<file path="config.mk">
export PLATFORM = sky130hd
export DESIGN_NAME = fpu_mult_rnd_flat
export DESIGN_NICKNAME = d
export VERILOG_FILES = /design/src/rtl/fpu_mult_rnd_if.sv /design/src/rtl/fpu_mult_rnd.sv /design/src/flat_wrapper.sv
export SDC_FILE = /design/constraint.sdc
export NUM_CORES = 2
export LEC_CHECK = 0
export CAP_MARGIN = 20
export CORE_MARGIN = 4
export CORE_UTILIZATION = 40
export DETAILED_ROUTE_END_ITERATION = 8
export GPL_TIMING_DRIVEN = 1
export PLACE_DENSITY = 0.54
export SYNTH_ARGS = -nofsm -noshare
export SYNTH_HDL_FRONTEND = slang
export SYNTH_SLANG_ARGS = --single-unit
</file>
<file path="constraint.sdc">
create_clock -name clk -period 13.4 [get_ports clk]
set_clock_uncertainty 0.2 [all_clocks]
set_input_delay 3.35 -clock clk [delete_from_list [all_inputs] [get_ports clk]]
set_output_delay 3.35 -clock clk [all_outputs]
set_load 0.05 [all_outputs]
</file>
<file path="src/rtl/fpu_mult_rnd_if.sv">
// Request/response bundle for the parametrised FP multiplier.
// The requester (master) drives start/a/b/rm; the multiplier (slave) returns status, result and flags.
interface fpu_mult_rnd_if #(
    parameter int EXP_W = 8,
    parameter int MAN_W = 23
);
    localparam int W = 1 + EXP_W + MAN_W;

    logic         start;
    logic [W-1:0] a;
    logic [W-1:0] b;
    logic [2:0]   rm;
    logic         busy;
    logic         done;
    logic [W-1:0] result;
    logic         overflow;
    logic         underflow;
    logic         invalid;
    logic         inexact;

    modport master (
        output start, a, b, rm,
        input  busy, done, result, overflow, underflow, invalid, inexact
    );

    modport slave (
        input  start, a, b, rm,
        output busy, done, result, overflow, underflow, invalid, inexact
    );
endinterface

</file>
<file path="src/rtl/fpu_mult_rnd.sv">
// Multi-cycle IEEE-754 multiplier with DAZ/FTZ, five rounding modes and full flags.
// One operation at a time: IDLE -> UNPACK -> (MUL -> NORM -> ROUND |) -> DONE.
module fpu_mult_rnd #(
    parameter int EXP_W = 8,
    parameter int MAN_W = 23
) (
    input  logic          clk,
    input  logic          rst_n,
    fpu_mult_rnd_if.slave bus
);
    localparam int W  = 1 + EXP_W + MAN_W;
    localparam int PW = 2 * (MAN_W + 1);
    localparam int XW = EXP_W + 2;

    localparam logic [EXP_W-1:0]        EXP_ONES = '1;
    localparam logic [EXP_W-1:0]        EXP_MAXF = EXP_ONES - 1'b1;
    localparam logic signed [XW-1:0]    BIAS     = XW'((1 << (EXP_W - 1)) - 1);
    localparam logic signed [XW-1:0]    EMAX     = XW'((1 << EXP_W) - 1);
    localparam logic signed [XW-1:0]    EXP_ONE  = XW'(1);

    typedef enum logic [2:0] {IDLE, UNPACK, MUL, NORM, ROUND, DONE} state_t;

    state_t state_q, state_d;

    logic [W-1:0]          a_q, b_q;
    logic [2:0]            rm_q;
    logic [PW-1:0]         prod_q;
    logic signed [XW-1:0]  exp_q;
    logic [MAN_W-1:0]      frac_q;
    logic                  grd_q, rnd_q, stk_q;
    logic [W-1:0]          result_q;
    logic                  ov_q, un_q, inv_q, inx_q;

    // Operand classification
    logic [EXP_W-1:0] ea, eb;
    logic [MAN_W-1:0] fa, fb;
    logic             sign;
    logic             a_zero, b_zero, a_inf, b_inf, a_nan, b_nan, a_snan, b_snan;
    logic             inf_zero, special;

    assign ea     = a_q[W-2 -: EXP_W];
    assign eb     = b_q[W-2 -: EXP_W];
    assign fa     = a_q[MAN_W-1:0];
    assign fb     = b_q[MAN_W-1:0];
    assign sign   = a_q[W-1] ^ b_q[W-1];

    assign a_zero = (ea == '0);
    assign b_zero = (eb == '0);
    assign a_inf  = (ea == EXP_ONES) && (fa == '0);
    assign b_inf  = (eb == EXP_ONES) && (fb == '0);
    assign a_nan  = (ea == EXP_ONES) && (fa != '0);
    assign b_nan  = (eb == EXP_ONES) && (fb != '0);
    assign a_snan = a_nan && !fa[MAN_W-1];
    assign b_snan = b_nan && !fb[MAN_W-1];

    assign inf_zero = (a_inf && b_zero) || (a_zero && b_inf);
    assign special  = a_zero || b_zero || a_inf || b_inf || a_nan || b_nan;

    logic [W-1:0] spec_res;
    logic         spec_inv;

    always_comb begin
        spec_res = {sign, {(W-1){1'b0}}};
        spec_inv = a_snan || b_snan || inf_zero;
        if (a_nan || b_nan || inf_zero)
            spec_res = {1'b0, EXP_ONES, 1'b1, {(MAN_W-1){1'b0}}};
        else if (a_inf || b_inf)
            spec_res = {sign, EXP_ONES, {MAN_W{1'b0}}};
    end

    // Normalised view of the product with the leading one dropped
    logic [PW-2:0] nprod;
    assign nprod = prod_q[PW-1] ? prod_q[PW-2:0] : {prod_q[PW-3:0], 1'b0};

    // Rounding
    logic                 any_lost, inc, carry;
    logic [MAN_W-1:0]     frac_rnd;
    logic signed [XW-1:0] exp_rnd;
    logic                 ovf, unf;
    logic [W-1:0]         rnd_res;

    always_comb begin
        any_lost = grd_q | rnd_q | stk_q;
        case (rm_q)
            3'b001:  inc = 1'b0;
            3'b010:  inc = any_lost & sign;
            3'b011:  inc = any_lost & ~sign;
            3'b100:  inc = grd_q;
            default: inc = grd_q & (rnd_q | stk_q | frac_q[0]);
        endcase
        // A carry out of the fraction leaves it all-zero, i.e. 1.0 x 2^(e+1)
        {carry, frac_rnd} = {1'b0, frac_q} + (MAN_W+1)'(inc);
        exp_rnd = carry ? exp_q + EXP_ONE : exp_q;
        ovf = (exp_rnd >= EMAX);
        unf = (exp_rnd < EXP_ONE);

        rnd_res = {sign, exp_rnd[EXP_W-1:0], frac_rnd};
        if (ovf) begin
            case (rm_q)
                3'b001:  rnd_res = {sign, EXP_MAXF, {MAN_W{1'b1}}};
                3'b010:  rnd_res = sign ? {1'b1, EXP_ONES, {MAN_W{1'b0}}}
                                        : {1'b0, EXP_MAXF, {MAN_W{1'b1}}};
                3'b011:  rnd_res = sign ? {1'b1, EXP_MAXF, {MAN_W{1'b1}}}
                                        : {1'b0, EXP_ONES, {MAN_W{1'b0}}};
                default: rnd_res = {sign, EXP_ONES, {MAN_W{1'b0}}};
            endcase
        end else if (unf) begin
            rnd_res = {sign, {(W-1){1'b0}}};
        end
    end

    always_ff @(posedge clk or negedge rst_n) begin
        if (!rst_n) state_q <= IDLE;
        else        state_q <= state_d;
    end

    always_comb begin
        state_d = state_q;
        case (state_q)
            IDLE:    if (bus.start) state_d = UNPACK;
            UNPACK:  state_d = special ? DONE : MUL;
            MUL:     state_d = NORM;
            NORM:    state_d = ROUND;
            ROUND:   state_d = DONE;
            DONE:    state_d = IDLE;
            default: state_d = IDLE;
        endcase
    end

    always_ff @(posedge clk or negedge rst_n) begin
        if (!rst_n) begin
            a_q      <= '0;
            b_q      <= '0;
            rm_q     <= '0;
            prod_q   <= '0;
            exp_q    <= '0;
            frac_q   <= '0;
            grd_q    <= 1'b0;
            rnd_q    <= 1'b0;
            stk_q    <= 1'b0;
            result_q <= '0;
            ov_q     <= 1'b0;
            un_q     <= 1'b0;
            inv_q    <= 1'b0;
            inx_q    <= 1'b0;
        end else begin
            case (state_q)
                IDLE: if (bus.start) begin
                    a_q  <= bus.a;
                    b_q  <= bus.b;
                    rm_q <= bus.rm;
                end
                UNPACK: if (special) begin
                    result_q <= spec_res;
                    ov_q     <= 1'b0;
                    un_q     <= 1'b0;
                    inv_q    <= spec_inv;
                    inx_q    <= 1'b0;
                end
                MUL: begin
                    prod_q <= PW'({1'b1, fa}) * PW'({1'b1, fb});
                    exp_q  <= $signed({2'b00, ea}) + $signed({2'b00, eb}) - BIAS;
                end
                NORM: begin
                    frac_q <= nprod[PW-2 -: MAN_W];
                    grd_q  <= nprod[MAN_W];
                    rnd_q  <= nprod[MAN_W-1];
                    stk_q  <= |nprod[MAN_W-2:0];
                    if (prod_q[PW-1]) exp_q <= exp_q + EXP_ONE;
                end
                ROUND: begin
                    result_q <= rnd_res;
                    ov_q     <= ovf;
                    un_q     <= unf && !ovf;
                    inv_q    <= 1'b0;
                    inx_q    <= any_lost | ovf | unf;
                end
                default: ;
            endcase
        end
    end

    assign bus.busy      = (state_q != IDLE);
    assign bus.done      = (state_q == DONE);
    assign bus.result    = result_q;
    assign bus.overflow  = ov_q;
    assign bus.underflow = un_q;
    assign bus.invalid   = inv_q;
    assign bus.inexact   = inx_q;
endmodule

</file>
<file path="src/flat_wrapper.sv">
// flat-port wrapper written by rule: the top's interface ports become plain ports
module fpu_mult_rnd_flat 
#(
    parameter int EXP_W = 8,
    parameter int MAN_W = 23
)
  (clk, rst_n, bus_start, bus_a, bus_b, bus_rm, bus_busy, bus_done, bus_result, bus_overflow, bus_underflow, bus_invalid, bus_inexact);
  fpu_mult_rnd_if #(.EXP_W(EXP_W), .MAN_W(MAN_W)) bus_i ();
  input  logic clk;
  input  logic rst_n;
  input wire logic [$bits(bus_i.start)-1:0] bus_start;
  input wire logic [$bits(bus_i.a)-1:0] bus_a;
  input wire logic [$bits(bus_i.b)-1:0] bus_b;
  input wire logic [$bits(bus_i.rm)-1:0] bus_rm;
  output wire logic [$bits(bus_i.busy)-1:0] bus_busy;
  output wire logic [$bits(bus_i.done)-1:0] bus_done;
  output wire logic [$bits(bus_i.result)-1:0] bus_result;
  output wire logic [$bits(bus_i.overflow)-1:0] bus_overflow;
  output wire logic [$bits(bus_i.underflow)-1:0] bus_underflow;
  output wire logic [$bits(bus_i.invalid)-1:0] bus_invalid;
  output wire logic [$bits(bus_i.inexact)-1:0] bus_inexact;
  assign bus_i.start = bus_start;
  assign bus_i.a = bus_a;
  assign bus_i.b = bus_b;
  assign bus_i.rm = bus_rm;
  assign bus_busy = bus_i.busy;
  assign bus_done = bus_i.done;
  assign bus_result = bus_i.result;
  assign bus_overflow = bus_i.overflow;
  assign bus_underflow = bus_i.underflow;
  assign bus_invalid = bus_i.invalid;
  assign bus_inexact = bus_i.inexact;
  fpu_mult_rnd #(.EXP_W(EXP_W), .MAN_W(MAN_W)) u_core (.clk(clk), .rst_n(rst_n), .bus(bus_i));
endmodule
</file>
### After elaboration in Yosys (flattened, before gate mapping)

Index checks and enable logic that the tools add are counted.

| storage, ports and cells | value |
|---|---|
| register bits after elaboration | 190 |
| input bits | 70 |
| output and inout port bits | 38 |
| logic and storage cells | 107 |

| cells by class | value |
|---|---|
| add/sub/neg operators | 4 |
| $mul | 1 |
| $lt $le $gt $ge | 2 |
| equal/unequal tests | 14 |
| muxes and demuxes | 23 |
| bitwise operators | 11 |
| reductions and logical operators | 37 |

Operators by type and width:

| cell | number |
|---|---|
| 32-bit two-way mux | 5 |
| 32-bit case mux with 3 select lines | 1 |
| 32-bit case mux with 2 select lines | 1 |
| 31-bit two-way mux | 2 |
| 24-bit by 24-bit multiplier with 48-bit output | 1 |
| 47-bit two-way mux | 1 |
| 23-bit logical NOT | 2 |
| 23-bit nonzero test | 2 |
| 23-bit by 1-bit adder with 24-bit output | 1 |
| 22-bit OR reduction | 1 |
| 10-bit two-way mux | 2 |
| 10-bit case mux with 2 select lines | 1 |
| 8-bit equality test (second input constant) | 2 |
| 8-bit logical NOT | 2 |
| 3-bit case mux with 5 select lines | 1 |
| 3-bit by 2-bit equality test with 1-bit output (second input constant) | 4 |
| 1-bit logical OR | 11 |
| 10-bit by 2-bit adder with 10-bit output (second input constant) | 1 |
| 10-bit by 9-bit greater-or-equal comparator with 1-bit output (second input constant) | 1 |
| 10-bit by 2-bit < comparator with 1-bit output (second input constant) | 1 |
| 10-bit by 8-bit subtractor with 10-bit output (second input constant) | 1 |
| 8-bit by 8-bit adder with 9-bit output | 1 |
| 3-bit equality test (second input constant) | 3 |
| 1-bit logical AND | 9 |
| other kinds (16) | 35 |

### Depth between registers and ports, before layout

| depth | value |
|---|---|
| word-level depth | 10 |
| gate-level depth with buffers | 29 |
| gate-level depth less buffers | 26 |

### Worst setup path before layout

OpenSTA, ideal clock, no wires.

| timing path | value |
|---|---|
| path type | register to register |
| from | register u_core.b_q[4] |
| to | register u_core.prod_q[35] |
| arrival time | 6.680 ns |
| required time | 13.067 ns |
| slack | 6.386 ns |
| cell stages (with the launch flop) | 30 |
| path buffers | 3 |
| period minus slack after synthesis | 7.014 ns |
| cells stage by stage | dfrtp_1 -> clkbuf_1 -> clkbuf_1 -> nand2_1 -> fa_1 -> inv_1 -> fa_1 -> inv_1 -> fa_1 -> inv_1 -> fa_1 -> inv_1 -> fa_1 -> inv_1 -> fa_1 -> inv_1 -> fa_1 -> inv_1 -> ha_1 -> buf_2 -> a21o_1 -> a21o_1 -> a21oi_1 -> o21ai_0 -> a311o_1 -> and2_1 -> a41o_1 -> a21oi_1 -> xor2_1 -> o21ai_0 |

| between the ends | value |
|---|---|
| word-level cells in the longest chain between the ends | 1 |

RTL lines:

| element | RTL line | RTL |
|---|---|---|
| start: declaration | fpu_mult_rnd.sv:25 | `logic [W-1:0] a_q, b_q;` |
| start signal: assignment | fpu_mult_rnd.sv:150 | `b_q <= bus.b;` |
| 24-bit by 24-bit multiplier with 48-bit output | fpu_mult_rnd.sv:161 | `prod_q <= PW'({1'b1, fa}) * PW'({1'b1, fb});` |
| end signal: assignment | fpu_mult_rnd.sv:161 |  |
| end: declaration | fpu_mult_rnd.sv:27 | `logic [PW-1:0] prod_q;` |

No other way between the ends.
A chain may end at the register's enable or synchronous reset.

### Worst setup path in the final report

| timing path | value |
|---|---|
| from | register u_core.b_q[8] |
| to | register u_core.prod_q[46] |

The elaborated chain is that of the path after synthesis.

==> summary.md <==
| Metric | Value |
|---|---|
| H-tree depth | 4 |
| Hold slack final | between 200 and 300 ps |
| Largest cells by area after synthesis | fa_1 34%, dfrtp_1 17%, ha_1 8.3% |
| Yosys top cell area share | between 30% and 40% |
| Seq cells post-synth | between 150 and 200 |
| Crit-path max cell delay | between 900 and 1000 ps |
| Die Area | 74,400 sq um |
| Row cnt | 96 |
| Max-slew violations | 0 |
| Top-level port count | about 110 |
| Starting DRT DRC Count | between 1,500 and 2,000 |
| Fraction of registers with async set/reset | 100% |
| RSZ-0062 raised after global routing | no |
| GRT overflow | 0 |
| Yosys warns | 0 |
| Area added between synthesis and finish | 9.63% |
| Post-CTS Hold Buffers | 0 |
| Fmax | between 100 and 150 MHz |
| Die Y | about 270 um |
| Die width | between 200 and 300 um |
| # DRC | 0 |
| Number of vias per cell | about 5.2 |
| Post-synth EDFFs | 0 |
| Synth area leader | fa_1 |
| Clock transition at path regs | 80 ps |
| Mapped Nets | ~3,800 |
| Later-pin clock latency in the skew report | 510 ps |
| Setup bufs post-CTS | 0 |
| Crit path capture type | flip-flop |
| Total Wirelength | 85.3 mm |
| Max-cap violations | 0 |
| Layout Utilization | 44.5% |
| Status | finished clean |
| Sequential share of the synthesized area | between 10% and 20% |
| Cell Area, Synth | 28,000 sq um |
| Netlist cell types | between 80 and 90 |
| CP most frequent cell | fa_1 |
| Post-Syn Area per Cell | between 9 and 10 sq um |
| Top delay family on crit path | adder cells |
| Final Critical Period | between 8000 and 9000 ps |
| Post-DP HPWL | 64.0 mm |
| GP Congestion | roughly 0.92 |
| FILL cells | 6,692 |
| Root buffer cell | clkbuf_16 |
| Arr. time, crit path | between 8000 and 9000 ps |
| Maximum number of pins on one net before global-route repair | 70 |
| Final Non-Filler Cells | 4,017 |
| Post-CTS Resized | 0 |
| Detail Route Antenna Nets | 0 |
| Setup_tns | 0 ps |
| DR WL/cell | between 20 and 25 um |
| Worst Hold Class | reg -> reg |
| Worst Tran Pin Value | 1230 ps |
| Core ar. | between 60,000 and 70,000 sq um |
| Slowest CP cell | dfrtp_1 |
| Worst path bufs/invs | 5 |
| Final #Nets | roughly 3,800 |
| CTS tree | built |
| Final cycle utilization of the critical path | about two thirds |
| CTS sink cnt | 190 |
| Starting Density | between 40 and 50% |
| Total track usage | 23.6% |
| Clock buffer depth | 2 |
| Port bufs | ~110 |
| Initial antenna violation count | 5 |
| Placed cells | roughly 4,000 |
| Fraction of layout cells with a size suffix above 1 | between 5 and 6% |
| Crit path cell chain | clkinv_1 -> nor2_1 -> fa_1 -> fa_1 -> inv_1 -> fa_1 -> inv_1 -> fa_1 -> fa_1 -> fa_1 -> inv_1 -> fa_1 -> inv_1 -> ha_1 -> a21oi_1 -> nand3_1 -> o31ai_1 -> o31ai_1 -> nand3_1 -> nand4_1 -> a221oi_2 -> xor2_1 -> o21ai_0 |
| Number of buffers created by CTS | 17 |
| First-pass GRT wire length | 135 mm |
| Setup violations, final | 0 |
| Slew margin rel. | between 15 and 20% |
| Ys flop type | dfrtp_1 |
| Worst setup SP type | flip-flop |
| Crit Path Max Fanout | 17 |
| Via count | approximately 21,000 |
| Post-Syn Instances | 3,059 |
| Kind of critical path | reg -> reg |
| Required time of the critical path | 13,560 ps |
| Final Hold Vio Count | 0 |
| DR pass1 iterations | 6 |
| Vias in the first global route | roughly 23,000 |
==> routing by layer <==
layer  track usage (%)  vias up  part of all wire (%)
met4              6.74        2                   2.8
met1              32.9    10800                    45
met5                 0        -                 0.015
li1                  -     9423                     -
met2              38.2      660                    46
met3              4.09      141                   6.4
==> cells in the mapped netlist, types with 10 or more instances <==
cell type and number:
nor2_1 121, nand2_1 416, a21o_1 28, nor3_1 18, inv_1 595, mux2_2 50
nand3_1 25, o21bai_1 12, dfrtp_1 190, fa_1 483, a31oi_1 15, xnor2_1 51
nor2b_1 10, and3_1 14, and2_1 241, nand4_1 22, buf_2 12, a21oi_1 93
mux2i_1 26, o211ai_1 13, nor4_1 20, ha_1 185, o21ai_0 107, xor2_1 38
o211ai_2 10, clkbuf_1 129
==> state kept, by name, indices dropped and copies added, names as in the netlist, 3 cells and up <==
name               count
u_core.b_q            32
u_core.state_q         3
u_core.rm_q            3
u_core.bus.result     32
u_core.prod_q         48
u_core.a_q            32
u_core.exp_q          10
u_core.frac_q         23
==> cells in the final DEF, fill, tap and decap left out, types with 6 or more instances in the layout <==
| master | netlist | routed |
|---|---|---|
| inv_1 | 595 | 595 |
| fa_1 | 483 | 483 |
| nand2_1 | 416 | 415 |
| and2_1 | 241 | 241 |
| dfrtp_1 | 190 | 190 |
| ha_1 | 185 | 185 |
| nor2_1 | 121 | 119 |
| o21ai_0 | 107 | 107 |
| clkdlybuf4s50_1 | 0 | 106 |
| a21oi_1 | 93 | 93 |
| xnor2_1 | 51 | 51 |
| mux2_2 | 50 | 50 |
| xor2_1 | 38 | 38 |
| buf_4 | 4 | 37 |
| a21o_1 | 28 | 28 |
| mux2i_1 | 26 | 26 |
| nand3_1 | 25 | 25 |
| nand4_1 | 22 | 22 |
| nor4_1 | 20 | 20 |
| nor3_1 | 18 | 18 |
| clkbuf_16 | 0 | 17 |
| a31oi_1 | 15 | 15 |
| and3_1 | 14 | 14 |
| o211ai_1 | 13 | 13 |
| o21bai_1 | 12 | 12 |
| nor2b_1 | 10 | 10 |
| o211ai_2 | 10 | 10 |
| nand2b_1 | 9 | 9 |
| buf_16 | 0 | 7 |
| and4_1 | 6 | 6 |
| a221o_1 | 6 | 6 |
| o21a_1 | 6 | 6 |
==> per-stage QoR <==
| step | area [sq um] | setup slack, ps |
|---|---|---|
| finish | 30700 | 4690 |
| global route | 30700 | 4360 |
| CTS | 30600 | 4660 |
| detailed placement | 30000 | 4690 |
| global placement | 29900 | 4680 |
| floorplan | 28000 | 6390 |
==> logic make-up (layout without fill, tap and decap cells) <==
| family | count (synthesis) | in the layout | synth area share [%] |
|---|---|---|---|
| simple gates | 939 | 939 | 16.3 |
| buf+inv | 758 | 783 | 10.4 |
| fa+ha+maj | 668 | 668 | 42.7 |
| compound gates | 339 | 339 | 7.86 |
| flops | 190 | 190 | 17.0 |
| xor+xnor | 89 | 89 | 2.78 |
| mux | 76 | 76 | 2.94 |
| other cells | 0 | 2 | 0 |
==> layout make-up <==
cell class	count	area [sq um]	area share [%]
inverter	600	2250	7.33
timing repair buffer	151	1550	5.03
antenna	2	5.00	0.0163
clock buffer	18	439	1.43
tap	931	1160	3.79
clock inverter	14	191	0.623
sequential	190	4750	15.5
multi-input combinational	2111	20400	66.3
==> path summary, 6_finish.rpt <==
check	to	slack [ps]	cells past startpoint	from
setup / recovery	u_core.prod_q[46]	4690	23	u_core.b_q[8]
hold / removal	u_core.prod_q[2]	270	2	u_core.prod_q[2]
setup reg to reg	u_core.prod_q[46]	4690	23	u_core.b_q[8]
hold reg to reg	u_core.prod_q[2]	270	2	u_core.prod_q[2]
max in group asynchronous	u_core.a_q[6]	8230	3	rst_n
min in group asynchronous	u_core.bus.result[21]	2600	1	rst_n
==> worst register-to-register path, stage by stage (launching register included) <==
cell      delay, ps
dfrtp_1         990
clkinv_1        820
nor2_1          300
fa_1            470
fa_1            510
inv_1            50
fa_1            470
inv_1            50
fa_1            400
fa_1            470
fa_1            540
inv_1            60
fa_1            600
inv_1            70
ha_1            330
a21oi_1         250
nand3_1         110
o31ai_1         800
o31ai_1         220
nand3_1         130
nand4_1         190
a221oi_2        330
xor2_1          160
o21ai_0          80
Power is not shown: default switching activity piles up to over one toggle a cycle in this logic, so the estimate is an artifact.
